File: src/rtl/ieeedrv_pkg.sv
// ieeedrv_pkg: shared state type, command widths and the round-robin search
// helper used by the IEEE drive SD-port arbitration logic.
package ieeedrv_pkg;

  localparam int unsigned LBA_W    = 32;
  localparam int unsigned BLKCNT_W = 6;

  // Round-robin helper works on a fixed-width request vector; callers with
  // fewer requesters zero-extend and pass their real count in n.
  localparam int unsigned RR_MAX   = 8;
  localparam int unsigned RR_IDX_W = 3;

  typedef enum logic [1:0] {
    IDLE   = 2'd0,
    ISSUE  = 2'd1,
    XFER   = 2'd2,
    FINISH = 2'd3
  } sd_state_t;

  // Returns the first set index of reqvec at or after ptr, wrapping at n.
  // Returns 0 when nothing is requested; callers qualify with |reqvec.
  function automatic logic [RR_IDX_W-1:0] rr_next(
    input logic [RR_IDX_W-1:0] ptr,
    input logic [RR_MAX-1:0]   reqvec,
    input int unsigned         n
  );
    logic [RR_IDX_W:0]   idx;
    logic [RR_IDX_W-1:0] pick;
    logic                found;
    pick  = '0;
    found = 1'b0;
    for (int unsigned i = 0; i < RR_MAX; i++) begin
      idx = {1'b0, ptr} + (RR_IDX_W+1)'(i);
      if (idx >= (RR_IDX_W+1)'(n)) begin
        idx = idx - (RR_IDX_W+1)'(n);
      end
      if (!found && (i < n) && reqvec[idx[RR_IDX_W-1:0]]) begin
        found = 1'b1;
        pick  = idx[RR_IDX_W-1:0];
      end
    end
    return pick;
  endfunction

endpackage

File: src/rtl/ieeedrv_rr_grant.sv
// ieeedrv_rr_grant: combinational round-robin picker with a registered
// search pointer. The pointer only moves when the caller accepts a grant.
module ieeedrv_rr_grant
  import ieeedrv_pkg::*;
#(
  parameter int unsigned N  = 2,
  parameter int unsigned IW = (N > 1) ? $clog2(N) : 1
) (
  input  logic          clk_i,
  input  logic          rst_ni,
  input  logic [N-1:0]  req_i,
  input  logic          advance_i,
  output logic          valid_o,
  output logic [IW-1:0] idx_o
);

  logic [RR_IDX_W-1:0] ptr_q, ptr_d;
  logic [RR_MAX-1:0]   req_ext;
  logic [RR_IDX_W-1:0] pick;

  // Widen the request vector and pick the first requester at/after ptr.
  always_comb begin
    req_ext        = '0;
    req_ext[N-1:0] = req_i;
    pick           = rr_next(ptr_q, req_ext, N);
  end

  // After an accepted grant the next search starts one past the winner.
  always_comb begin
    ptr_d = ptr_q;
    if (advance_i && valid_o) begin
      ptr_d = (pick == RR_IDX_W'(N-1)) ? '0 : pick + 1'b1;
    end
  end

  // Search pointer register.
  always_ff @(posedge clk_i or negedge rst_ni) begin
    if (!rst_ni) begin
      ptr_q <= '0;
    end else begin
      ptr_q <= ptr_d;
    end
  end

  assign valid_o = |req_i;
  assign idx_o   = pick[IW-1:0];

endmodule

File: src/rtl/ieeedrv_sd_arb.sv
// ieeedrv_sd_arb: serialises per-subdrive track read/write requests onto the
// single host SD block port, routes the host ack back to the owner only and
// aborts host transactions that never complete via a watchdog.
module ieeedrv_sd_arb
  import ieeedrv_pkg::*;
#(
  parameter  int unsigned SUBDRV    = 2,
  parameter  int unsigned TIMEOUT_W = 24,
  localparam int unsigned OW        = (SUBDRV > 1) ? $clog2(SUBDRV) : 1
) (
  input  logic                       clk_sys,
  input  logic                       reset_n,
  input  logic [SUBDRV-1:0]          mounted,
  input  logic [LBA_W*SUBDRV-1:0]    req_lba,
  input  logic [BLKCNT_W*SUBDRV-1:0] req_blk_cnt,
  input  logic [SUBDRV-1:0]          req_rd,
  input  logic [SUBDRV-1:0]          req_wr,
  output logic [SUBDRV-1:0]          req_ack,
  output logic [LBA_W-1:0]           sd_lba,
  output logic [BLKCNT_W-1:0]        sd_blk_cnt,
  output logic                       sd_rd,
  output logic                       sd_wr,
  input  logic                       sd_ack,
  output logic [OW-1:0]              owner,
  output logic                       active,
  output logic                       timeout
);

  sd_state_t             state_q, state_d;
  logic [OW-1:0]         owner_q, owner_d;
  logic [LBA_W-1:0]      lba_q, lba_d;
  logic [BLKCNT_W-1:0]   blk_q, blk_d;
  logic                  rd_q, rd_d;
  logic                  wr_q, wr_d;
  logic [SUBDRV-1:0]     ack_q, ack_d;
  logic                  active_q, active_d;
  logic                  timeout_q, timeout_d;
  logic                  synth_q, synth_d;
  logic [TIMEOUT_W-1:0]  wd_q, wd_d;

  logic                  gnt_valid;
  logic [OW-1:0]         gnt_idx;
  logic                  gnt_advance;
  logic [LBA_W-1:0]      sel_lba;
  logic [BLKCNT_W-1:0]   sel_blk;
  logic                  sel_wr;
  logic                  sel_mounted;
  logic [SUBDRV-1:0]     gnt_1h;
  logic [SUBDRV-1:0]     own_1h;
  logic                  wd_fire;

  ieeedrv_rr_grant #(
    .N  (SUBDRV),
    .IW (OW)
  ) u_rr (
    .clk_i     (clk_sys),
    .rst_ni    (reset_n),
    .req_i     (req_rd | req_wr),
    .advance_i (gnt_advance),
    .valid_o   (gnt_valid),
    .idx_o     (gnt_idx)
  );

  // Mux the granted subdrive's command and decode grant/owner one-hots.
  always_comb begin
    sel_lba     = '0;
    sel_blk     = '0;
    sel_wr      = 1'b0;
    sel_mounted = 1'b0;
    gnt_1h      = '0;
    own_1h      = '0;
    for (int unsigned d = 0; d < SUBDRV; d++) begin
      if (gnt_idx == OW'(d)) begin
        sel_lba     = req_lba[d*LBA_W +: LBA_W];
        sel_blk     = req_blk_cnt[d*BLKCNT_W +: BLKCNT_W];
        sel_wr      = req_wr[d];
        sel_mounted = mounted[d];
        gnt_1h[d]   = 1'b1;
      end
      if (owner_q == OW'(d)) begin
        own_1h[d] = 1'b1;
      end
    end
  end

  // Next-state and output logic; req_ack is recomputed every cycle so it
  // only ever follows the host ack while a transaction is owned.
  always_comb begin
    state_d     = state_q;
    owner_d     = owner_q;
    lba_d       = lba_q;
    blk_d       = blk_q;
    rd_d        = rd_q;
    wr_d        = wr_q;
    ack_d       = '0;
    active_d    = active_q;
    timeout_d   = 1'b0;
    synth_d     = 1'b0;
    gnt_advance = 1'b0;
    wd_fire     = &wd_q;

    unique case (state_q)
      IDLE: begin
        if (gnt_valid) begin
          gnt_advance = 1'b1;
          owner_d     = gnt_idx;
          lba_d       = sel_lba;
          blk_d       = sel_blk;
          active_d    = 1'b1;
          if (sel_mounted) begin
            wr_d    = sel_wr;
            rd_d    = ~sel_wr;
            state_d = ISSUE;
          end else begin
            // No image: answer locally with a two-cycle ack (here + FINISH).
            ack_d   = gnt_1h;
            synth_d = 1'b1;
            state_d = FINISH;
          end
        end
      end
      ISSUE: begin
        if (wd_fire) begin
          timeout_d = 1'b1;
          rd_d      = 1'b0;
          wr_d      = 1'b0;
          ack_d     = own_1h;
          state_d   = FINISH;
        end else if (sd_ack) begin
          rd_d    = 1'b0;
          wr_d    = 1'b0;
          ack_d   = own_1h;
          state_d = XFER;
        end
      end
      XFER: begin
        if (wd_fire) begin
          timeout_d = 1'b1;
          ack_d     = own_1h;
          state_d   = FINISH;
        end else if (sd_ack) begin
          ack_d = own_1h;
        end else begin
          state_d = FINISH;
        end
      end
      FINISH: begin
        if (synth_q) begin
          ack_d = own_1h;
        end else begin
          active_d = 1'b0;
          state_d  = IDLE;
        end
      end
      default: begin
        state_d = IDLE;
      end
    endcase

    if (state_d != state_q) begin
      wd_d = '0;
    end else if ((state_q == ISSUE) || (state_q == XFER)) begin
      wd_d = wd_q + 1'b1;
    end else begin
      wd_d = '0;
    end
  end

  // State, command, strobe and watchdog registers.
  always_ff @(posedge clk_sys or negedge reset_n) begin
    if (!reset_n) begin
      state_q   <= IDLE;
      owner_q   <= '0;
      lba_q     <= '0;
      blk_q     <= '0;
      rd_q      <= 1'b0;
      wr_q      <= 1'b0;
      ack_q     <= '0;
      active_q  <= 1'b0;
      timeout_q <= 1'b0;
      synth_q   <= 1'b0;
      wd_q      <= '0;
    end else begin
      state_q   <= state_d;
      owner_q   <= owner_d;
      lba_q     <= lba_d;
      blk_q     <= blk_d;
      rd_q      <= rd_d;
      wr_q      <= wr_d;
      ack_q     <= ack_d;
      active_q  <= active_d;
      timeout_q <= timeout_d;
      synth_q   <= synth_d;
      wd_q      <= wd_d;
    end
  end

  assign req_ack    = ack_q;
  assign sd_lba     = lba_q;
  assign sd_blk_cnt = blk_q;
  assign sd_rd      = rd_q;
  assign sd_wr      = wr_q;
  assign owner      = owner_q;
  assign active     = active_q;
  assign timeout    = timeout_q;

endmodule

File: config.mk
export PLATFORM = sky130hd
export DESIGN_NAME = ieeedrv_sd_arb
export DESIGN_NICKNAME = d
export VERILOG_FILES = /design/src/rtl/ieeedrv_pkg.sv /design/src/rtl/ieeedrv_rr_grant.sv /design/src/rtl/ieeedrv_sd_arb.sv
export SDC_FILE = /design/constraint.sdc
export NUM_CORES = 1
export LEC_CHECK = 0
export BUFFER_PORTS_ARGS = -buffer_cell sky130_fd_sc_hd__buf_2
export CORE_MARGIN = 3
export CORE_UTILIZATION = 46
export DETAILED_ROUTE_END_ITERATION = 6
export PLACE_DENSITY = 0.74
export SYNTH_ARGS = -nofsm -noshare
export SYNTH_HDL_FRONTEND = slang
export SYNTH_SLANG_ARGS = --single-unit
File: constraint.sdc
create_clock -name clk_sys -period 2.6 [get_ports clk_sys]
set_clock_uncertainty 0.1 [all_clocks]
set_input_delay 0.26 -clock clk_sys [delete_from_list [all_inputs] [get_ports clk_sys]]
set_output_delay 0.26 -clock clk_sys [all_outputs]
set_load 0.005 [all_outputs]
==> Yosys cells after proc, flatten, opt, wreduce, memory -nomap -nowiden <==
Cells that the tools add are included.
{ "op_classes": {"add_sub_neg": 5, "order_cmp": 4, "n_reduce_logical": 13, "eq_ne": 9, "mux": 52, "n_bitwise": 2} }
{ "op_table": {"columns": ["op", "count"], "rows": [
  ["$mux 24", 2],
  ["$mux 32", 1],
  ["$add 24x1->24 const B", 1],
  ["$mux 1", 24],
  ["$mux 2", 12],
  ["$reduce_and 24->1", 1],
  ["$mux 3", 5],
  ["$lt 3x4->1 const B", 2],
  ["$pmux 2 s4", 1],
  ["$bmux 1 s3", 2],
  ["$mux 6", 1],
  ["$pmux 1 s2", 3],
  ["$pmux 2 s3", 1],
  ["$sub 3x2->3 const B", 2],
  ["$add 3x1->4 const B", 1],
  ["$eq 2x2->1 const B", 2],
  ["$ge 4x2->1 const B", 1],
  ["$ne 2x2->1 const B", 2],
  ["$reduce_and 4->1", 1],
  ["$reduce_bool 2->1", 2],
  ["$reduce_or 2->1", 2],
  ["$add 3x1->3 const B", 1],
  ["$eq 3x1->1 const B", 1],
  ["$ge 3x2->1 const B", 1],
  ["12 further kinds", 13]
]} }
{ "totals": {"inputBits": 85, "regBits": 75, "output_inout_bits": 45, "wordCells": 97} }

==> Logic depth before layout (Yosys ltp) <==
Gate-level depths: netlist of run 1.
{ "depth": {"depth_word": 14, "mapped_depth": 11, "ltp_nobuf": 10} }

==> By module <==
Synthesis of run 1 repeated with hierarchy kept, for this count alone.
{ "unflattened": {"cells_unflattened": 399, "hier_area_um2": 3988.8} }
{ "modules_own_cells": {"columns": ["module", "n_inst", "cells_each", "area_per_inst_um2", "seq_area_each_um2"], "rows": [
  ["ieeedrv_sd_arb", 1, 362, 3667.3, 1801.7],
  ["ieeedrv_rr_grant", 1, 37, 321.6, 75.1]
]} }

==> Worst setup path after synthesis of run 1 <==
No wires, ideal clock.
{ "synth_timing": {"kind": "register to register", "from": "register u_rr.ptr_q[0]", "to": "register u_rr.ptr_q[1]", "setup_slack_ns": 0.013, "n_path_buf": 1, "path_stages_with_launch": 11, "arrival_ns": 2.354, "setup_time_ns": 0.133, "synth_period_minus_slack_ns": 2.587, "t_required_ns": 2.367, "path_cell_list": "dfrtp_1 -> inv_1 -> ha_1 -> nor4b_1 -> o22ai_1 -> a32oi_1 -> inv_1 -> clkbuf_1 -> ha_1 -> nand3b_1 -> o21ai_0"} }
{ "synth_between": {"elab_chain_len": 10, "word_cells_on_any_way": 19, "classes_between": "4 x add/sub; 2 x order compare; 1 x eq/ne; 10 x mux; 2 x reduce/logical"} }
{ "synth_lines": {"columns": ["item", "line_no", "rtl"], "rows": [
  ["start, declared", "ieeedrv_rr_grant.sv:17", "logic [RR_IDX_W-1:0] ptr_q, ptr_d;"],
  ["start signal, assigned", "ieeedrv_rr_grant.sv:41", "ptr_q <= ptr_d;"],
  ["branches (longest 7 deep; another with $add 3x1->4)", null, null],
  ["$mux 3 (*)", "ieeedrv_pkg.sv:37", "if (!found && (i < n) && reqvec[idx[RR_IDX_W-1:0]]) begin"],
  ["net gnt_idx", "ieeedrv_sd_arb.sv:42", "logic [OW-1:0] gnt_idx;"],
  ["$add 3x1->3 or $eq 3x1->1 (tied branches)", "ieeedrv_rr_grant.sv:32", "ptr_d = (pick == RR_IDX_W'(N-1)) ? '0 : pick + 1'b1;"],
  ["$mux 3 (*)", "ieeedrv_rr_grant.sv:32", null]
]} }
Mark *: on every way through the listed nets, which the timed path passes. The select of a mux whose other input is x is not followed.
A chain may end at the register's enable or synchronous reset.

==> Final worst setup path of run 1 <==
{ "layout_timing": {"from": "register u_rr.ptr_q[2]", "to": "register wd_q[2]"} }
{ "layout_between": {"elab_chain_len": 14, "word_cells_on_any_way": 22, "classes_between": "3 x add/sub; 2 x order compare; 1 x eq/ne; 14 x mux; 2 x reduce/logical"} }
{ "layout_lines": {"columns": ["item", "line_no", "rtl"], "rows": [
  ["branches (longest 7 deep; another with $add 3x1->4)", null, null],
  ["$mux 3 (*)", "ieeedrv_pkg.sv:37", null],
  ["$mux 1 (*)", "ieeedrv_sd_arb.sv:73", "if (gnt_idx == OW'(d)) begin"],
  ["$mux 2 (*)", "ieeedrv_sd_arb.sv:110", "if (sel_mounted) begin"],
  ["$mux 2 (*)", "ieeedrv_sd_arb.sv:104", "if (gnt_valid) begin"],
  ["$pmux 2 s4 (*)", "ieeedrv_sd_arb.sv:102", "unique case (state_q)"],
  ["$ne 2x2->1 (*)", "ieeedrv_sd_arb.sv:160", "if (state_d != state_q) begin"],
  ["$mux 24 (*)", "ieeedrv_sd_arb.sv:160", null],
  ["net wd_d[2]", "ieeedrv_sd_arb.sv:39", "logic [TIMEOUT_W-1:0] wd_q, wd_d;"],
  ["end signal, assigned", "ieeedrv_sd_arb.sv:194", "wd_q <= wd_d;"],
  ["end, declared", "ieeedrv_sd_arb.sv:39", null]
]} }
Marks and branches as above.

==> results of run 1 <==
[tightest hold or removal path, cell delays in order]
cell and delay, ps:
buf_2 90, nand2_1 40, a31oi_1 70
[worst max-delay path by stage]
stage | start | endpoint | cells past startpoint
2_1_floorplan | u_rr.ptr_q[0]$_DFFE_PN0P_ | u_rr.ptr_q[1]$_DFFE_PN0P_ | 10
4_1_cts | state_q[1]$_DFF_PN0_ | wd_q[23]$_DFF_PN0_ | 10
3_3_place_gp | u_rr.ptr_q[1]$_DFFE_PN0P_ | wd_q[3]$_DFF_PN0_ | 9
5_1_grt | u_rr.ptr_q[0]$_DFFE_PN0P_ | wd_q[21]$_DFF_PN0_ | 10
6_report | u_rr.ptr_q[2]$_DFFE_PN0P_ | wd_q[2]$_DFF_PN0_ | 10
3_5_place_dp | u_rr.ptr_q[1]$_DFFE_PN0P_ | wd_q[23]$_DFF_PN0_ | 9
[state kept, by name, indices dropped and copies added, names as in the netlist]
register    count
sd_lba         32
wd_q           24
sd_blk_cnt      6
u_rr.ptr_q      3
req_ack         2
state_q         2
active          1
owner           1
sd_rd           1
sd_wr           1
synth_q         1
timeout         1
[synth_stat cells, types with 2 or more instances]
cell | n | share of area
a21o_1 | 3 | 0.0056
a21oi_1 | 8 | 0.010
a221oi_1 | 2 | 0.0044
a31oi_1 | 38 | 0.060
a32o_1 | 2 | 0.0050
and2_1 | 4 | 0.0063
and3_1 | 7 | 0.011
and4_1 | 2 | 0.0044
buf_1 | 2 | 0.0019
buf_4 | 2 | 0.0038
buf_6 | 3 | 0.0085
clkbuf_1 | 17 | 0.016
conb_1 | 2 | 0.0019
dfrtp_1 | 75 | 0.47
ha_1 | 11 | 0.035
inv_1 | 14 | 0.013
nand2_1 | 83 | 0.078
nand2b_1 | 2 | 0.0031
nand3_1 | 10 | 0.013
nand3b_1 | 3 | 0.0056
nand4_1 | 7 | 0.011
nor2_1 | 52 | 0.049
nor3_1 | 7 | 0.0088
nor3_2 | 19 | 0.048
o21ai_0 | 10 | 0.013
o22ai_1 | 3 | 0.0047
or2_2 | 2 | 0.0031
xnor2_1 | 6 | 0.013
xor2_1 | 17 | 0.037
[metal layers]
layer | routed length [um] | track usage | vias to the layer above
li1 | - | - | 1757
met1 | 4060 | 0.247 | 1713
met2 | 5390 | 0.345 | 118
met3 | 805 | 0.0582 | 15
met4 | 170 | 0.0788 | 2
met5 | 13 | 0 | -
[through the flow]
step / setup TNS, ps / instance area (um2) / utilization / total power, uW
floorplan: 0 / 3990 / - / 3910
global placement: 0 / 4780 / 0.576 / 4800
detailed placement: -1510 / 4780 / 0.576 / 4920
CTS: 0 / 5030 / 0.607 / 5960
global route: -627 / 5280 / 0.636 / 6970
finish: 0 / 5280 / 0.636 / 6470
[cell type report]
type                    count  area share
flip-flops and latches     75       0.357
clock buffers              10      0.0261
inverters                  14     0.00996
clock inverters             6      0.0166
multi-input cells         319       0.396
well taps                 105      0.0249
repair buffers            151       0.170
[timing repair]
| item | 4_1_cts | 5_1_grt |
|---|---|---|
| gates cloned | 0 | 3 |
| hold buffers | 1 | 0 |
| gates resized for setup | 2 | 33 |
| endpoints found under the hold margin | 41 | 0 |
| setup endpoints to repair | 63 | 65 |
| setup buffers | 1 | 5 |
| pin swaps | 0 | 8 |
[power breakdown]
part	total [uW]	switching, uW	internal (uW)	leakage (uW)
Clock	1010	442	568	0.000117
Sequential	1830	250	1580	0.000912
Combinational	3640	2050	1590	0.00143
[kinds of logic after synthesis]
logic type               count (synthesis)
AND/OR/NAND/NOR                        206
AO/OA/AOI/OAI                           76
flip-flops                              75
buffers and inverters                   39
XOR/XNOR                                23
adder cells (fa/ha/maj)                 11
other                                    2
multiplexers                             1
==> run summary, run 1 <==
Run status -> finished, final reports clean
Worst hold endpoint -> sd_lba[15]$_DFFE_PN0P_
Slowest CP cell -> o311ai_4
Chip height -> 99.1 um
Share of cells above drive strength 1 -> 0.386
Largest family of logic cells by synthesized area -> simple AND/OR/NAND/NOR gates
EDFF count, synth -> 0
Critical Path AT -> 2700 ps
CP max FO -> 6
Buf/Inv on CP -> 3
Crit path cell chain -> inv_1 -> ha_4 -> nor4b_4 -> buf_4 -> a2111oi_2 -> a221o_2 -> nor3_4 -> o311ai_4 -> clkbuf_16 -> nor3_1
Synth Area in Simple Gates -> 0.263
Area growth syn-to-layout -> 32.3%
DRT Wirelength -> 10.4 mm
Pins over their slew limit -> 0
N_diodes -> 0
DRT iter0 DRCs -> 154
YS warnings -> 0
Fin worst setup slack -> 25.3 ps
R2R depth -> 10
Syn_area_per_cell -> 9.21 um2
Commonest non-fill, non-tap cell in the layout -> buf_2
Register area -> 1880 um2
Leak -> 0.00246 uW
CTS max path bufs -> 2
Worst IR Drop VDD -> 0.675 mV
GRT Total Usage -> 0.204
Maxcap violations -> 0
Adder-Cell Fraction of Synth Area -> 0.0345
Multi-input logic area -> 2090 um2
Worst skew pair latency -> 350 ps
Post-synthesis compound-gate area fraction -> 0.132
RR Startpoint -> u_rr.ptr_q[2]$_DFFE_PN0P_
Gpl congestion -> 0.862
Most frequent cells in the layout -> 128 x buf_2, 83 x nand2_1, 70 x dfrtp_1
Hold Startpoint -> req_lba[15]
Flop2flop setup slack -> 30 ps
Drt drc -> 0
FF-to-FF End -> wd_q[2]$_DFF_PN0_
Mapped Cells -> 433
# H-tree levels -> 3
Routed len/inst -> 15.3 um
Largest net degree at the start of global routing -> 84
Final hold vios -> 0
Synthesized area -> 3990 um2
CTS sink cnt -> 75
GR Overflow Total -> 0
# nets final -> 666
Port Buf Inserts -> 129
ANT nets after route -> 0
Final worst-path cycle share -> 0.990
Top_reg_cell synth -> dfrtp_1
Seq/Total Area, Yosys -> 0.471
Worst-path clk slew -> 80 ps
Root buffer cell -> clkbuf_8
CTS tree -> built
Row count -> 33
First-pass GRT wire length -> 16.4 mm
Distinct cells, synth -> 49
Critical Path Sink Type -> register
Hold slack -> 50.3 ps
CP max stage delay -> 450 ps
Pre-CTS setup slack -> -86.8 ps
Startpoint types -> register
Initial Utilization -> 0.481
Core ar. -> 8300 um2
Hold path depth -> 3
Slew headroom -> 0.365
Top-level I/O count -> 130
Dpl hpwl -> 7.09 mm
Final Setup Violations -> 0
Die W -> 99.1 um
Initial antenna violation count -> 1
Fin crit period -> 2570 ps
Vias in the first global route -> 3525
Die area -> 9820 um2
Fmax -> 388 MHz
Ys async rst share -> 1.00
Crit Path Class -> reg -> reg
Xor/xnor cell area share of the yosys netlist -> 0.0505
Total CTS buffers -> 9
Non-filler instance count after layout -> 680
DR vias/cell -> 5.30
Crit path max-delay family -> compound AO/OA/AOI/OAI gates
CP required -> 2730 ps
Post-synthesis register bit count -> 75
Dpl cells -> 654
Via count -> 3605
Pwr Density -> 1230 nW/um2
Slew at the pin closest to its max-slew limit -> 953 ps
Syn nets -> 529
Fillcell total -> 678
Hold Path Class -> in -> reg
DR pass1 iterations -> 4
Multiplexer share of the synthesized area -> 0.00251
(Power assumes the default switching activity.)
==> run 2, diff against run 1 <==
--- a/config.mk
+++ b/config.mk
@@ -10,6 +10,7 @@
 export CORE_UTILIZATION = 46
 export DETAILED_ROUTE_END_ITERATION = 6
 export PLACE_DENSITY = 0.74
+export SETUP_SLACK_MARGIN = 0.1
 export SYNTH_ARGS = -nofsm -noshare
 export SYNTH_HDL_FRONTEND = slang
 export SYNTH_SLANG_ARGS = --single-unit
==> run 2 against run 1 <==
The run now ends with negative setup slack left. Design area rose by 2.6%. Non-clock buffer count rose by 3. Utilization rose by 1.7 points. Final cell count rose by 0.44%. First-iteration DRC count rose by 11%.
==> run summary, run 2 (synthesized netlist as in run 1, its figures left out) <==
Total negative setup slack -> -1280 ps (was 0 ps)
Pre-CTS setup slack -> -115 ps (was -86.8 ps)
CTS max path bufs -> 2 (unchanged)
Port Buf Inserts -> 129 (unchanged)
Maxcap violations -> 0 (unchanged)
Die W -> 99.1 um (unchanged)
Area growth syn-to-layout -> 35.7% (was 32.3%)
Via count -> 3713 (was 3605)
Slew at the pin closest to its max-slew limit -> 954 ps (was 953 ps)
DR vias/cell -> 5.44 (was 5.30)
Gpl congestion -> 0.860 (was 0.862)
Core ar. -> 8300 um2 (unchanged)
# nets final -> 669 (was 666)
CP required -> 2750 ps (was 2730 ps)
ANT nets after route -> 0 (unchanged)
Chip height -> 99.1 um (unchanged)
Hold slack -> 36.5 ps (was 50.3 ps)
Fin area -> 5410 um2 (was 5280 um2)
DR pass1 iterations -> 4 (unchanged)
N_diodes -> 0 (unchanged)
Crit Path Class -> reg -> reg (unchanged)
Startpoint types -> register (unchanged)
Commonest non-fill, non-tap cell in the layout -> buf_2 (unchanged)
Critical Path Sink Type -> register (unchanged)
Number of flip-flops in the largest register -> 32 (unchanged)
Worst IR Drop VDD -> 0.557 mV (was 0.675 mV)
DRT Wirelength -> 11.0 mm (was 10.4 mm)
Routed len/inst -> 16.0 um (was 15.3 um)
Largest net degree at the start of global routing -> 84 (unchanged)
Failing checks -> negative setup slack
First-pass GRT wire length -> 16.6 mm (was 16.4 mm)
Fmax -> 371 MHz (was 388 MHz)
Run status -> complete, but fails checks (was finished, final reports clean)
Fin worst setup slack -> -93.9 ps (was 25.3 ps)
CTS sink cnt -> 75 (unchanged)
Initial Utilization -> 0.481 (unchanged)
Leak -> 0.00250 uW (was 0.00246 uW)
Final hold vios -> 0 (unchanged)
Critical Path AT -> 2850 ps (was 2700 ps)
Vias in the first global route -> 3543 (was 3525)
Initial antenna violation count -> 0 (was 1)
GR Overflow Total -> 0 (unchanged)
Pwr Density -> 1250 nW/um2 (was 1230 nW/um2)
Dpl hpwl -> 7.03 mm (was 7.09 mm)
Fin crit period -> 2690 ps (was 2570 ps)
Drt drc -> 0 (unchanged)
Root buffer cell -> clkbuf_8 (unchanged)
Pins over their slew limit -> 0 (unchanged)
CTS tree -> built (unchanged)
Top-level I/O count -> 130 (unchanged)
Placed inst area -> 4760 um2 (was 4780 um2)
Unrepaired setup endpoints after global routing -> yes
DRT iter0 DRCs -> 171 (was 154)
# H-tree levels -> 3 (unchanged)
CP max FO -> 6 (unchanged)
Worst-path clk slew -> 90 ps (was 80 ps)
Worst skew pair latency -> 360 ps (was 350 ps)
Most frequent cells in the layout -> 128 x buf_2, 83 x nand2_1, 73 x dfrtp_1 (was 128 x buf_2, 83 x nand2_1, 70 x dfrtp_1)
Total CTS buffers -> 9 (unchanged)
Share of cells above drive strength 1 -> 0.398 (was 0.386)
Die area -> 9820 um2 (unchanged)
Final Setup Violations -> 24 (was 0)
Hold Path Class -> in -> reg (unchanged)
Row count -> 33 (unchanged)
Pwr Total -> 6770 uW (was 6470 uW)
GRT Total Usage -> 0.208 (was 0.204)
Slew headroom -> 0.364 (was 0.365)
Final worst-path cycle share -> 1.04 (was 0.990)
## run 2: cell types whose count changed in the layout (fill, tap and decap cells not counted), moves of 3 or more
cell     before  now
nor3_4        1   10
nor3_2       21   13
and3_1        7    4
and3_4        0    3
dfrtp_1      70   73
dfrtp_2       5    2
## run 2: repair_timing
item	in CTS	in global routing
resized for setup	6	49
endpoints found under the hold margin	75	0
setup buffers	4	7
hold buffers	1	0
cloned	1	4
endpoints found under the setup margin	62	68
pin swaps	1	21
## run 2: final timing paths
kind	from	end	slack, ps	depth (start not counted)
hold / removal	req_lba[37]	sd_lba[5]$_DFFE_PN0P_	40	3
setup reg to reg	u_rr.ptr_q[1]$_DFFE_PN0P_	wd_q[3]$_DFF_PN0_	-90	11
min in group asynchronous	reset_n	state_q[0]$_DFF_PN0_	480	2
max in group asynchronous	reset_n	u_rr.ptr_q[2]$_DFFE_PN0P_	1230	2
hold reg to reg	wd_q[0]$_DFF_PN0_	wd_q[0]$_DFF_PN0_	430	1
setup / recovery	u_rr.ptr_q[1]$_DFFE_PN0P_	wd_q[3]$_DFF_PN0_	-90	11
## run 2: metal layers
| metal | vias up | GRT usage | part of all wire |
|---|---|---|---|
| li1 | 1773 | - | - |
| met5 | - | 0 | 0 |
| met1 | 1775 | 0.262 | 0.40 |
| met3 | 20 | 0.0596 | 0.078 |
| met2 | 145 | 0.338 | 0.50 |
| met4 | 0 | 0.0830 | 0.020 |
## run 2: worst max-delay path, stage by stage (launching register included)
cell,delay [ps]
dfrtp_2,480
ha_4,200
xor2_2,190
a211oi_2,330
buf_4,180
and3_4,170
a221o_2,190
buf_6,110
o21ai_2,60
and3_4,190
buf_12,160
nor3_1,250
## run 2: report_power, final
group / switching, uW / total (uW) / internal (uW) / leakage [uW]
clock: 502 / 865 / 363 / 0.0000925
sequential: 253 / 1830 / 1570 / 0.000915
combinational: 2220 / 4080 / 1860 / 0.00149
total: 2980 / 6770 / 3790 / 0.00250
## run 2: layout make-up
| class | instances | area, um2 |
|---|---|---|
| clock buffers | 9 | 124 |
| clock inverters | 7 | 58.8 |
| fillers | 660 | 2890 |
| inverters | 14 | 55.1 |
| multi-input cells | 319 | 2170 |
| flip-flops and latches | 75 | 1880 |
| well taps | 105 | 131 |
| repair buffers | 154 | 992 |
## run 2: stage by stage
step / util / instances
2_1_floorplan: - / 433
3_3_place_gp: 0.573 / 651
3_5_place_dp: 0.573 / 651
4_1_cts: 0.607 / 673
5_1_grt: 0.652 / 683
6_report: 0.652 / 683
